`src/rtl/zero_flag_pkg.sv`:
```
// Shared types and elaboration helpers for the pipelined zero/flag detector.
// Optional macro ZERO_FLAG_FWD_EN is consumed by zero_flag_pipe.
package zero_flag_pkg;

  typedef struct packed {
    logic n;
    logic z;
    logic c;
    logic v;
  } nzcv_t;

  typedef struct packed {
    logic neg;
    logic c;
    logic v;
    logic sf;
  } sb_t;

  localparam logic [3:0] NZCV_RESET = 4'b0000;
  localparam int SB_W = $bits(sb_t);

  function automatic int clog_radix(
    input int width,
    input int radix
  );
    int l;
    longint p;
    l = 0;
    p = 1;
    while (p < longint'(width)) begin
      p = p * radix;
      l++;
    end
    return l;
  endfunction

  function automatic int ipow(
    input int b,
    input int e
  );
    int r;
    r = 1;
    for (int i = 0; i < e; i++) r = r * b;
    return r;
  endfunction

  // Bit offset of tree level lvl inside the flattened term bus.
  function automatic int term_off(
    input int radix,
    input int levels,
    input int lvl
  );
    int o;
    o = 0;
    for (int m = 0; m < lvl; m++) o = o + ipow(radix, levels - m);
    return o;
  endfunction

endpackage

```
`src/rtl/or_reduce_stage.sv`:
```
// One level of the OR tree: registered OR of RADIX-wide groups,
// plus the entry valid bit and its side-band.
module or_reduce_stage #(
  parameter int IN_TERMS = 3,
  parameter int RADIX = 3,
  parameter int SB_W = 4,
  localparam int OUT_TERMS = IN_TERMS / RADIX
) (
  input  logic                 clk,
  input  logic                 reset_n,
  input  logic                 i_flush,
  input  logic                 i_valid,
  input  logic [IN_TERMS-1:0]  i_terms,
  input  logic [SB_W-1:0]      i_sb,
  output logic                 o_valid,
  output logic [OUT_TERMS-1:0] o_terms,
  output logic [SB_W-1:0]      o_sb
);

  logic [OUT_TERMS-1:0] w_or;
  logic                 r_valid;
  logic [OUT_TERMS-1:0] r_terms;
  logic [SB_W-1:0]      r_sb;

  always_comb begin
    w_or = '0;
    for (int g = 0; g < OUT_TERMS; g++)
      w_or[g] = |i_terms[g*RADIX +: RADIX];
  end

  always_ff @(posedge clk or negedge reset_n) begin
    if (!reset_n) begin
      r_valid <= 1'b0;
      r_terms <= '0;
      r_sb    <= '0;
    end else begin
      r_valid <= i_valid & ~i_flush;
      if (i_valid) begin
        r_terms <= w_or;
        r_sb    <= i_sb;
      end
    end
  end

  assign o_valid = r_valid;
  assign o_terms = r_terms;
  assign o_sb    = r_sb;

endmodule

```
`src/rtl/zero_flag_pipe.sv`:
```
// Pipelined radix-RADIX zero detector with NZCV commit and hazard flag.
// Define ZERO_FLAG_FWD_EN to forward committing NZCV combinationally.
module zero_flag_pipe
  import zero_flag_pkg::*;
#(
  parameter int WIDTH = 64,
  parameter int RADIX = 3
) (
  input  logic             clk,
  input  logic             reset_n,
  input  logic             in_valid,
  input  logic [WIDTH-1:0] in_data,
  input  logic             in_carry,
  input  logic             in_ovf,
  input  logic             in_set_flags,
  input  logic             flush,
  output logic             out_valid,
  output logic             out_zero,
  output logic             out_neg,
  output logic [3:0]       flags,
  output logic             pending
);

  localparam int LEVELS = clog_radix(WIDTH, RADIX);
  localparam int PAD    = ipow(RADIX, LEVELS);
  localparam int TOT    = term_off(RADIX, LEVELS, LEVELS + 1);

`ifdef ZERO_FLAG_FWD_EN
  localparam bit FWD_EN = 1'b1;
`else
  localparam bit FWD_EN = 1'b0;
`endif

  logic [TOT-1:0]  w_terms;
  logic [LEVELS:0] w_v;
  sb_t             w_sb [LEVELS+1];

  assign w_terms[0 +: PAD] = PAD'(in_data);
  assign w_v[0]  = in_valid;
  assign w_sb[0] = '{neg: in_data[WIDTH-1], c: in_carry,
                     v: in_ovf, sf: in_set_flags};

  for (genvar k = 0; k < LEVELS; k++) begin : g_lvl
    localparam int NIN  = ipow(RADIX, LEVELS - k);
    localparam int NOUT = NIN / RADIX;
    localparam int OI   = term_off(RADIX, LEVELS, k);
    localparam int OO   = term_off(RADIX, LEVELS, k + 1);

    or_reduce_stage #(
      .IN_TERMS(NIN),
      .RADIX   (RADIX),
      .SB_W    (SB_W)
    ) u_stage (
      .clk    (clk),
      .reset_n(reset_n),
      .i_flush(flush),
      .i_valid(w_v[k]),
      .i_terms(w_terms[OI +: NIN]),
      .i_sb   (w_sb[k]),
      .o_valid(w_v[k+1]),
      .o_terms(w_terms[OO +: NOUT]),
      .o_sb   (w_sb[k+1])
    );
  end

  logic  w_last_v;
  logic  w_last_z;
  sb_t   w_last_sb;
  logic  w_commit;
  nzcv_t w_new;
  logic  w_pend;

  nzcv_t r_flags;
  logic  r_zero;
  logic  r_neg;

  assign w_last_v  = w_v[LEVELS];
  assign w_last_z  = ~w_terms[TOT-1];
  assign w_last_sb = w_sb[LEVELS];
  assign w_commit  = w_last_v & w_last_sb.sf & ~flush;
  assign w_new     = '{n: w_last_sb.neg, z: w_last_z,
                       c: w_last_sb.c, v: w_last_sb.v};

  // With forwarding the last stage is already visible via flags.
  always_comb begin
    w_pend = 1'b0;
    for (int k = 1; k <= LEVELS; k++)
      if (k < LEVELS || !FWD_EN)
        w_pend = w_pend | (w_v[k] & w_sb[k].sf);
  end

  always_ff @(posedge clk or negedge reset_n) begin
    if (!reset_n) begin
      r_flags <= NZCV_RESET;
      r_zero  <= 1'b0;
      r_neg   <= 1'b0;
    end else begin
      if (w_commit) r_flags <= w_new;
      if (w_last_v) begin
        r_zero <= w_last_z;
        r_neg  <= w_last_sb.neg;
      end
    end
  end

  assign out_valid = w_last_v;
  assign out_zero  = w_last_v ? w_last_z : r_zero;
  assign out_neg   = w_last_v ? w_last_sb.neg : r_neg;
  assign flags     = (FWD_EN && w_commit) ? w_new : r_flags;
  assign pending   = w_pend;

endmodule

```
`config.mk`:
```
export PLATFORM = sky130hd
export DESIGN_NAME = zero_flag_pipe
export DESIGN_NICKNAME = d
export VERILOG_FILES = /design/src/rtl/zero_flag_pkg.sv /design/src/rtl/or_reduce_stage.sv /design/src/rtl/zero_flag_pipe.sv
export SDC_FILE = /design/constraint.sdc
export NUM_CORES = 1
export LEC_CHECK = 0
export BUFFER_PORTS_ARGS = -buffer_cell sky130_fd_sc_hd__buf_2
export CAP_MARGIN = 20
export CORE_MARGIN = 3
export CORE_UTILIZATION = 53
export DETAILED_ROUTE_END_ITERATION = 8
export GPL_TIMING_DRIVEN = 1
export MAX_ROUTING_LAYER = met4
export PLACE_DENSITY = 0.84
export SLEW_MARGIN = 20
export SYNTH_ARGS = -nofsm -noshare
export SYNTH_HDL_FRONTEND = slang
export SYNTH_SLANG_ARGS = --single-unit
```
`constraint.sdc`:
```
create_clock -name clk -period 1.81 [get_ports clk]
set_input_delay 0.0905 -clock clk [delete_from_list [all_inputs] [get_ports clk]]
set_output_delay 0.0905 -clock clk [all_outputs]
set_load 0.01 [all_outputs]
```
; Word level (Yosys, flattened, before mapping)
; Cells that the tools add are included.
[op_classes]
bitwise_logic = 14
n_reduce_logical = 32
n_mux = 2
[op_table]
columns = cell, n
row1 = $reduce_or 3->1, 32
row2 = $and 1x1->1, 9
row3 = $or 1x1->1, 3
row4 = $mux 1, 2
row5 = $not 1->1, 2
[totals]
elab_cells = 66
output_inout_bits = 8
ff_bits = 60

; Depth between registers and ports, before layout
; Gate-level depths: netlist (run 1).
[depth]
depth_word = 4
ltp_mapped = 4
depth_no_buf = 2

; By module
; From an unflattened synthesis (run 1), not the netlist that was laid out.
[hier_totals]
hier_cells = 230
area_unflattened_um2 = 2680.1
[modules_own_cells]
columns = module, area_each_um2, seq_area_each_um2, cells_each, n_inst
row1 = or_reduce_stage (g_lvl[0].u_stage), 1295.0, 800.8, 125, 1
row2 = or_reduce_stage (g_lvl[1].u_stage), 551.8, 350.3, 48, 1
row3 = or_reduce_stage (g_lvl[2].u_stage), 315.3, 200.2, 23, 1
row4 = zero_flag_pipe, 276.5, 150.1, 19, 1
row5 = or_reduce_stage (g_lvl[3].u_stage), 241.5, 150.1, 15, 1

; Worst setup path after synthesis (run 1)
; OpenSTA, ideal clock, no wires.
[synth_path]
kind = reg2reg
start = reg g_lvl[3].u_stage.r_valid
end = reg r_flags (netlist bit flags[0])
stages_incl_launch_ff = 3
period_less_slack_ns = 1.041
setup_slack_ns = 0.769
n_path_buf = 0
arrival_ns = 0.916
path_cell_list = dfrtp_1 > nand3b_4 > mux2_4
[synth_via]
elab_chain_len = 2
[synth_rtl]
columns = element, line
row1 = "start, declared", or_reduce_stage.sv:21  ; logic r_valid;
row2 = "start signal, assigned", or_reduce_stage.sv:37  ; r_valid <= i_valid & ~i_flush;
row3 = $and 1x1->1 (2 in a row), zero_flag_pipe.sv:80  ; assign w_commit = w_last_v & w_last_sb.sf & ~flush;
row4 = "end signal, assigned", zero_flag_pipe.sv:98  ; if (w_commit) r_flags <= w_new;
row5 = "end, declared", zero_flag_pipe.sv:73  ; nzcv_t r_flags;
; Every way passes these cells.
; A chain may end at the register's enable or synchronous reset.

; Worst setup path after layout (run 1)
[layout_path]
start = reg g_lvl[0].u_stage.r_valid
end = out pending
[layout_via]
elab_chain_len = 4
[layout_rtl]
columns = element, line
row1 = "start, declared", or_reduce_stage.sv:21
row2 = "start signal, assigned", or_reduce_stage.sv:37
row3 = $and 1x1->1, zero_flag_pipe.sv:89  ; w_pend = w_pend | (w_v[k] & w_sb[k].sf);
row4 = $or 1x1->1 (3 in a row), zero_flag_pipe.sv:89
row5 = "end, declared", zero_flag_pipe.sv:21  ; output logic pending
; Every way passes these cells.

==> impl_metrics.json, run 1 <==
{
  "hpwlAfterDp_mm": 2.90,
  "numCtsBuffers": 9,
  "synth_top_flop_cell": "dfrtp_1",
  "syn_nets": 271,
  "synth_cell_types": 16,
  "final-hold-violation-count": 0,
  "rsz0062_at_grt": "false",
  "antenna_found_initial": 0,
  "ys_warn_count": 0,
  "grt-ovfl-total": 0,
  "synth_top_area_share_pct": 64.4,
  "slew_viol_final": 0,
  "antenna_cells": 0,
  "antenna_left": 0,
  "io_pins": 79,
  "finalSetupTns_ps": 0,
  "leakagePower_uw": 0.00133,
  "wire_per_inst_um": 11.8,
  "max_slew_margin_pct": 61.2,
  "cp.arrival_ps": 1440,
  "postLayoutCellArea_sq_um": 2880,
  "synth_common_cells": "58 x dfrtp_1, 34 x nor2_1, 33 x a21oi_1",
  "clock-sinks": 58,
  "grt_pass1_wl_mm": 7.19,
  "total_power_uw": 2790,
  "syn2layout_area_growth_pct": 27.8,
  "clkLatencyLatePin_ps": 320,
  "critPathLaunchType": "flop",
  "status": "finished clean",
  "timing.final.crit_share_pct": 84.5,
  "syn_inst": 200,
  "nets": 357,
  "grt_start_max_net_pins": 42,
  "worst_pin_slew_ps": 582,
  "wirelength_mm": 4.01,
  "crit_fanout": 20,
  "drive_gt1_share_pct": 37.4,
  "async_flop_share_pct": 100,
  "crit_type": "reg -> out",
  "ys_seq_area_share_pct": 64.4,
  "p_per_area_nw_per_um2": 967,
  "peakVddDrop_v": 0.000490,
  "grt_util_all_layers_pct": 18.9,
  "die_area_sq_um": 5070,
  "start_util_pct": 55.6,
  "clockRootBuffer": "clkbuf_8",
  "num_rows": 23,
  "vias": 1719,
  "drt-vias-per-instance": 5.07,
  "cts.htree.levels": 3,
  "synth.avg_cell_area_sq_um": 11.3,
  "fin_crit_ps": 1530,
  "drv_cap": 0,
  "die_w_um": 71.2,
  "worstSetupEndpointType": "output pin",
  "min_path_type": "in -> reg",
  "post-synth-top-count-cell": "dfrtp_1",
  "syn_area_sq_um": 2250,
  "cts_buffer_depth": 2,
  "drt_iter0_drc": 62,
  "grt_pass1_vias": 1715,
  "port-buffer-count": 78,
  "cts_tree": "yes",
  "die_y_um": 71.2,
  "dpl-instance-area_sq_um": 2690,
  "yosys.area.top_type": "dfrtp_1",
  "synth-seq-cells": 58,
  "worst_clock_skew_ps": 3.99,
  "gp_congestion": 0.742,
  "drt_pre_antenna_iters": 4,
  "cts_setup_buffers": 0,
  "drcViolationCount": 0,
  "synthTopCellsByArea": "dfrtp_1 64%, a21oi_1 7.3%, mux2_2 7.0%",
  "core_area_sq_um": 4060,
  "crit_required_ps": 1720,
  "max_clock_freq_mhz": 654,
  "setup_violations": 0,
  "n_fill_cell": 281,
  "synth-edff-count": 0,
  "clkTransAtPathRegs_ps": 60
}
## cells by family after synthesis
group / count (synthesis) / share of synthesized area [%]
and+or+nand+nor: 75 / 15.5
DFF: 58 / 64.4
AOI/OAI and AO/OA: 36 / 7.99
muxes: 18 / 9.43
buffers and inverters: 13 / 2.72
## where the power goes
group,switching [uW],leakage [uW],internal [uW]
clock,428,0.0000766,521
combinational,133,0.000640,182
sequential,82.9,0.000619,1440
## registers in the layout, summed over array words and instances (netlist names)
signal and flops:
flags 4, g_lvl.u_stage.o_terms 32, g_lvl.u_stage.o_valid 4, r_neg 1, g_lvl.u_stage.o_sb 16, r_zero 1
## worst max-delay path, cell delays in order, from the launching register on
cell and delay, ps:
dfrtp_1 710, nand2_1 150, nand4_1 130, buf_2 130
## layout make-up
class	instances	area (sq um)	area share, %
Clock buffer	14	153	5.30
Inverter	4	15.0	0.521
Multi-Input combinational cell	129	742	25.7
Sequential cell	58	1450	50.4
Tap cell	50	62.6	2.17
Timing Repair Buffer	84	458	15.9
## placed cells by master, fill, tap and decap left out
master,instances
nor2b_1,4
buf_2,78
dfrtp_1,58
nor2_1,34
a21oi_1,33
buf_4,1
clkbuf_8,10
nand2_1,4
nand4_1,1
mux2_2,14
buf_12,1
mux2_4,3
mux2i_1,1
inv_1,4
nand3b_4,1
clkbuf_1,4
dlygate4sd3_1,4
o21ai_0,3
nor3_1,31
## worst paths after layout
path	startpoint	to	slack, ps	cells past startpoint
worst max-delay path	g_lvl[0].u_stage.o_valid	pending	280	3
worst min-delay path	in_ovf	g_lvl[0].u_stage.o_sb[1]	10	2
worst max register to register	g_lvl[0].u_stage.o_valid	g_lvl[1].u_stage.o_sb[2]	580	1
worst min register to register	g_lvl[3].u_stage.o_terms	flags[2]	490	1
max in group asynchronous	reset_n	g_lvl[2].u_stage.o_terms[0]	1020	3
min in group asynchronous	reset_n	flags[0]	250	2
## repair_timing
item | CTS | global route
hold endpoints to repair | 23 | 0
hold buffers | 4 | 0
gates resized for setup | 0 | 0
## per-layer routing
layer  GRT usage, %  wire, um  share of wire, %
met1           23.9      1770                44
met3           7.29       333               8.3
met4           6.26        19              0.47
met2           28.2      1890                47
met5              -         0                 0
## stage by stage
| stage | instances | hold WS, ps | utilization, % | setup WS (ps) |
|---|---|---|---|---|
| after floorplan | 200 | -205 | - | 769 |
| after global placement | 321 | 51.4 | 66.3 | 611 |
| after detailed placement | 321 | 53.9 | 66.3 | 577 |
| after CTS | 339 | 0.749 | 71.0 | 249 |
| after global routing | 339 | 5.15 | 71.0 | 76.1 |
| final | 339 | 13.5 | 71.0 | 281 |
Power figures use the tool's default switching activity.
==> inputs of run 2 (changes only) <==
ABC_AREA = 1   (was default)
CORE_UTILIZATION = 45   (was 53)
PLACE_DENSITY = 0.75   (was 0.84)
clock period = 1.25 ns   (was 1.81 ns; I/O delays follow)
==> impl_metrics.json, run 2 <==
{
  "synthTopCellsByArea": "dfrtp_1 59%, nor2_1 13%, nand2_1 7.6%",
  "fin_crit_ps": 1230,
  "layout.cells.most_common_list": "78 x buf_2, 75 x nor2_1, 56 x dfrtp_1",
  "synth-seq-cells": 58,
  "grt_start_max_net_pins": 59,
  "leakagePower_uw": 0.00165,
  "clkTransAtPathRegs_ps": 60,
  "yosys.area.top_type": "dfrtp_1",
  "crit_fanout": 1,
  "setup_violations": 0,
  "die_area_sq_um": 6380,
  "die_w_um": 79.9,
  "worst_slack_ps": 17.8,
  "drcViolationCount": 0,
  "p_sw_share_pct": 24.5,
  "clkPwrFrac_pct": 37.0,
  "dp_slack_ps": 200,
  "synth_cell_types": 18,
  "clockRootBuffer": "clkbuf_8",
  "synth.avg_cell_area_sq_um": 9.17,
  "r2r-end": "g_lvl[0].u_stage.o_terms[11]",
  "p_switching_uw": 1060,
  "largest_reg_flops": 32,
  "num_rows": 26,
  "ff2ff_path_depth": 3,
  "synth_common_cells": "85 x nor2_1, 58 x dfrtp_1, 50 x nand2_1",
  "cp_cell_sequence": "dlygate4sd3_1 > buf_2 > nor2_2 > a21oi_2 > dlygate4sd3_1",
  "ys_seq_area_share_pct": 59.1,
  "start_util_pct": 47.2,
  "numCtsBuffers": 9,
  "max_stage_delay_ps": 550,
  "p_per_area_nw_per_um2": 1210,
  "crit_slowest_cell": "dlygate4sd3_1",
  "p_int_uw": 3250,
  "cts_tree": "yes",
  "path_buf_inv": 3,
  "worst_pin_slew_ps": 309,
  "multi_input_area_sq_um": 922,
  "drt_iter0_drc": 130,
  "cts.htree.levels": 3,
  "post-synth-top-count-cell": "nor2_1",
  "clock-sinks": 58,
  "max_slew_margin_pct": 79.4,
  "port-buffer-count": 78,
  "cp.arrival_ps": 1440,
  "cp_top_family": "buffers and inverters",
  "async_flop_share_pct": 100,
  "antenna_cells": 0,
  "drt-vias-per-instance": 4.67,
  "slew_viol_final": 0,
  "syn_nets": 339,
  "final_common_cell": "buf_2",
  "grt_pass1_vias": 2157,
  "crit_start": "in_data[26]",
  "min_path_type": "in -> reg",
  "ff2ff_setup_slack_ps": 40,
  "worstSetupEndpointType": "flop",
  "synth_top_flop_cell": "dfrtp_1",
  "crit_end": "g_lvl[0].u_stage.o_terms[8]",
  "die_y_um": 79.9,
  "io_pins": 79,
  "critPathLaunchType": "input pin",
  "drv_cap": 0,
  "final-hold-violation-count": 0,
  "n_fill_cell": 426,
  "synth_top_area_share_pct": 59.1,
  "cpMostUsedCell": "dlygate4sd3_1",
  "seqCellArea_sq_um": 1450,
  "synth-edff-count": 0,
  "antenna_left": 0,
  "gp_congestion": 0.757,
  "vias": 2202,
  "postLayoutCellArea_sq_um": 3570,
  "wirelength_mm": 5.63,
  "hpwlAfterDp_mm": 3.40,
  "worst_clock_skew_ps": 5.64,
  "seqPwrFrac_pct": 49.4,
  "crit_required_ps": 1460,
  "drive_gt1_share_pct": 36.6,
  "worst-path-stages": 5,
  "dpl-instance-area_sq_um": 2900,
  "syn2layout_area_growth_pct": 45.5,
  "antenna_found_initial": 0,
  "max_clock_freq_mhz": 812,
  "clkLatencyLatePin_ps": 330,
  "timing.final.crit_share_pct": 98.6,
  "crit_type": "in -> reg",
  "grt_pass1_wl_mm": 9.45,
  "grt_util_all_layers_pct": 19.7,
  "grt-ovfl-total": 0,
  "r2r-start": "g_lvl[0].u_stage.o_terms[11]",
  "core_area_sq_um": 5200,
  "ys_warn_count": 0,
  "cts_buffer_depth": 2,
  "nets": 469,
  "wire_per_inst_um": 11.9,
  "syn_inst": 268,
  "drt_pre_antenna_iters": 4,
  "syn_area_sq_um": 2460,
  "status": "finished clean",
  "peakVddDrop_v": 0.000652,
  "combPwrFrac_pct": 13.6
}
==> run 2: changes by cell type in the layout (fill, tap and decap cells not counted), moves of 4 or more <==
cell	previous run	this run
a21oi_1	33	16
a21oi_2	0	17
clkbuf_1	4	0
dlygate4sd3_1	4	42
mux2_2	14	0
nand2_1	4	49
nor2_1	34	75
nor2_2	0	24
nor2b_1	4	0
nor3_1	31	0
==> run 2: per-layer routing <==
metal  up-vias  GRT usage (%)  part of all wire (%)
met5         -              -                     0
met3        12           5.64                   6.2
met2        79           32.1                    51
met1      1005           22.9                    41
li1       1106              -                     -
met4         0           8.11                   2.0
==> run 2: logic make-up (layout without fill, tap and decap cells) <==
family / after synthesis / in the layout / synth area share [%]
flops: 58 / 58 / 59.1
simple gates: 155 / 155 / 25.9
compound gates: 39 / 39 / 10.2
buf+inv: 16 / 150 / 4.84
==> run 2: cell type report <==
class,count,share of cell area [%]
sequential,58,40.7
tap,70,2.45
multi-input combinational,194,25.8
clock buffer,13,5.01
clock inverter,2,0.280
inverter,9,1.16
timing repair buffer,126,24.6
==> run 2: worst min-delay path by stage <==
stage | from | to | depth (start not counted)
4_1_cts | in_data[51] | g_lvl[0].u_stage.o_terms[17] | 3
6_report | in_data[22] | g_lvl[0].u_stage.o_terms[7] | 3
5_1_grt | in_data[52] | g_lvl[0].u_stage.o_terms[17] | 3
3_3_place_gp | reset_n | r_neg | 2
3_5_place_dp | reset_n | flags[1] | 2
2_1_floorplan | reset_n | flags[0] | 0
==> run 2: worst reg2reg max path, cell delays in order (launching register included) <==
cell and delay [ps]:
dfrtp_1 390, nor2_2 100, a21oi_2 40, dlygate4sd3_1 560
==> run 2: power groups by stage <==
stage	Combinational, uW	Sequential (uW)	Clock, uW
6_report	587	2130	1590
5_1_grt	664	2150	1730
4_1_cts	559	2130	1630
3_5_place_dp	455	2160	0
3_3_place_gp	439	2160	0
2_1_floorplan	255	2130	0
==> run 2: through the flow <==
stage               util, %  setup TNS, ps  cells  hold WS [ps]  power [uW]
floorplan                 -              0    268          -233        2390
detailed placement     55.7              0    411          87.2        2620
global route           68.7          -39.5    472          3.90        4540
finish                 68.7              0    472          6.84        4310
global placement       55.7              0    411          85.6        2590
CTS                    67.5              0    468          2.19        4320
==> run 2: timing repair <==
action,CTS,global route
cloned,0,0
resized for setup,3,12
buffers inserted,0,4
endpoints found under the setup margin,3,12
hold buffers,42,0
hold endpoints to repair,87,0
==> inputs of run 3 (changes only) <==
--- a/config.mk
+++ b/config.mk
@@ -8,2 +8,3 @@
 export ABC_AREA = 1
+export ABC_CLOCK_PERIOD_IN_PS = 1250
 export BUFFER_PORTS_ARGS = -buffer_cell sky130_fd_sc_hd__buf_2
@@ -11,3 +12,3 @@
 export CORE_MARGIN = 3
-export CORE_UTILIZATION = 45
+export CORE_UTILIZATION = 25
 export DETAILED_ROUTE_END_ITERATION = 8
@@ -15,3 +16,2 @@
 export MAX_ROUTING_LAYER = met4
-export PLACE_DENSITY = 0.75
 export SLEW_MARGIN = 20
==> constraint.sdc (replaced) <==
create_clock -name clk -period 1.25 [get_ports clk]
set_input_delay 0.1875 -clock clk [delete_from_list [all_inputs] [get_ports clk]]
set_output_delay 0.1875 -clock clk [all_outputs]
set_load 0.01 [all_outputs]
==> impl_metrics.json, run 3 (synthesis results as in run 2) <==
{
  "status": "finished with violations",
  "violations": "negative setup slack",
  "port-buffer-count": 78,
  "io_pins": 79,
  "start_util_pct": 26.1,
  "max_slew_margin_pct": 78.5,
  "final_cells": 495,
  "timing.final.crit_share_pct": 103,
  "antenna_left": 0,
  "cts.htree.levels": 3,
  "drv_cap": 0,
  "placed_cells": 471,
  "numCtsBuffers": 9,
  "p_sw_share_pct": 25.4,
  "r2r-end": "g_lvl[1].u_stage.o_terms[5]",
  "antenna_found_initial": 0,
  "holdPathStages": 3,
  "hpwlAfterDp_mm": 3.67,
  "core_area_sq_um": 9420,
  "clockRootBuffer": "clkbuf_8",
  "wirelength_mm": 5.14,
  "p_switching_uw": 1030,
  "grt-ovfl-total": 0,
  "rsz0062_at_grt": "true",
  "leakagePower_uw": 0.00151,
  "setup_violations": 4,
  "die_w_um": 105,
  "fin_crit_ps": 1290,
  "wire_per_inst_um": 10.4,
  "clkPwrFrac_pct": 35.4,
  "cp_cell_sequence": "nor2_1 > a21oi_2 > buf_2",
  "ff2ff_path_depth": 4,
  "worst_slack_ps": -36.0,
  "nets": 432,
  "finish.utilization_pct": 34.1,
  "crit_type": "reg -> out",
  "p_per_area_nw_per_um2": 1270,
  "min_path_type": "in -> reg",
  "drt_pre_antenna_iters": 4,
  "hp-start": "in_data[63]",
  "clock-sinks": 58,
  "final_common_cell": "nor2_1",
  "cts_buffer_depth": 2,
  "dpl-instance-area_sq_um": 2970,
  "slew_viol_final": 0,
  "final-hold-violation-count": 0,
  "drive_gt1_share_pct": 38.3,
  "worst_clock_skew_ps": 6.33,
  "grt_pass1_vias": 2037,
  "dp_slack_ps": 163,
  "gp_congestion": 0.712,
  "postLayoutCellArea_sq_um": 3210,
  "grt_util_all_layers_pct": 10.3,
  "ff2ff_setup_slack_ps": 260,
  "critPathLaunchType": "flop",
  "crit_slowest_cell": "dfrtp_2",
  "drcViolationCount": 0,
  "seqPwrFrac_pct": 52.0,
  "peakVddDrop_v": 0.000448,
  "clkLatencyLatePin_ps": 330,
  "grt_start_max_net_pins": 59,
  "crit_required_ps": 1060,
  "largest_reg_flops": 32,
  "crit_fanout": 6,
  "die_y_um": 105,
  "r2r-start": "g_lvl[0].u_stage.o_valid",
  "num_rows": 35,
  "hold_end": "g_lvl[0].u_stage.o_sb[3]",
  "cp.arrival_ps": 1100,
  "max_clock_freq_mhz": 778,
  "cts_tree": "yes",
  "die_area_sq_um": 11100,
  "drt_iter0_drc": 89,
  "vias": 2024,
  "combPwrFrac_pct": 12.7,
  "layout.cells.most_common_list": "85 x nor2_1, 78 x buf_2, 55 x dfrtp_1",
  "grt_pass1_wl_mm": 8.90,
  "finalSetupTns_ps": -103,
  "worstSetupEndpointType": "output pin",
  "p_int_uw": 3040,
  "antenna_cells": 0,
  "max_stage_delay_ps": 450,
  "clkTransAtPathRegs_ps": 60,
  "drt-vias-per-instance": 4.09,
  "worst_pin_slew_ps": 323,
  "syn2layout_area_growth_pct": 30.5
}
run 3: changes by cell type in the layout (fill, tap and decap cells not counted), sizes merged:
cell,previous run,this run
dlygate4sd3,42,1
buf,84,88
clkinv,2,3
run 3: timing repair:
action / 4_1_cts / 5_1_grt
endpoints found under the setup margin: 3 / 4
pin swaps: 4 / 0
endpoints found under the hold margin: 58 / 0
buffers inserted: 6 / 1
resized for setup: 4 / 2
hold buffers: 1 / 0
run 3: area by class of cell:
cell class / instances / area (sq um)
Fill cell: 1018 / 6210
Sequential cell: 58 / 1460
Multi-Input combinational cell: 194 / 897
Timing Repair Buffer: 89 / 488
Tap cell: 129 / 161
Clock buffer: 13 / 149
Inverter: 9 / 41.3
Clock inverter: 3 / 15.0
run 3: worst max path at each step:
stage	startpoint	endpoint	slack [ps]
after floorplan	g_lvl[3].u_stage.o_valid	out_neg	220
after global placement	g_lvl[3].u_stage.o_valid	out_neg	200
after detailed placement	g_lvl[3].u_stage.o_valid	out_neg	160
after CTS	g_lvl[3].u_stage.o_valid	out_neg	-80
after global routing	g_lvl[3].u_stage.o_valid	out_neg	-140
final	g_lvl[3].u_stage.o_valid	out_zero	-40
run 3: critical path, delay by kind of cell, from the launching register on:
kind                   cells  cell delay [ps]
AO/OA/AOI/OAI              1               50
flip-flops                 1              450
buffers and inverters      1              140
AND/OR/NAND/NOR            1              130
run 3: power by group through the flow:
stage,sequential (uW),clock [uW],combinational (uW)
CTS,2120,1510,510
global placement,2160,0,453
detailed placement,2160,0,464
finish,2120,1440,515
floorplan,2130,0,255
global route,2130,1610,600
run 3: through the flow:
| step | power, uW | hold WS, ps |
|---|---|---|
| after floorplan | 2390 | -108 |
| after global placement | 2610 | 212 |
| after detailed placement | 2620 | 219 |
| after CTS | 4140 | 55.7 |
| after global routing | 4340 | 64.2 |
| final | 4070 | 74.5 |
run 3: per-layer routing:
layer / up-vias / part of all wire (%) / global-route usage, %
li1: 1034 / - / -
met1: 919 / 47 / 12.7
met2: 67 / 45 / 15.8
met3: 4 / 6.9 / 4.51
met4: 0 / 0.47 / 2.25
met5: - / 0 / -
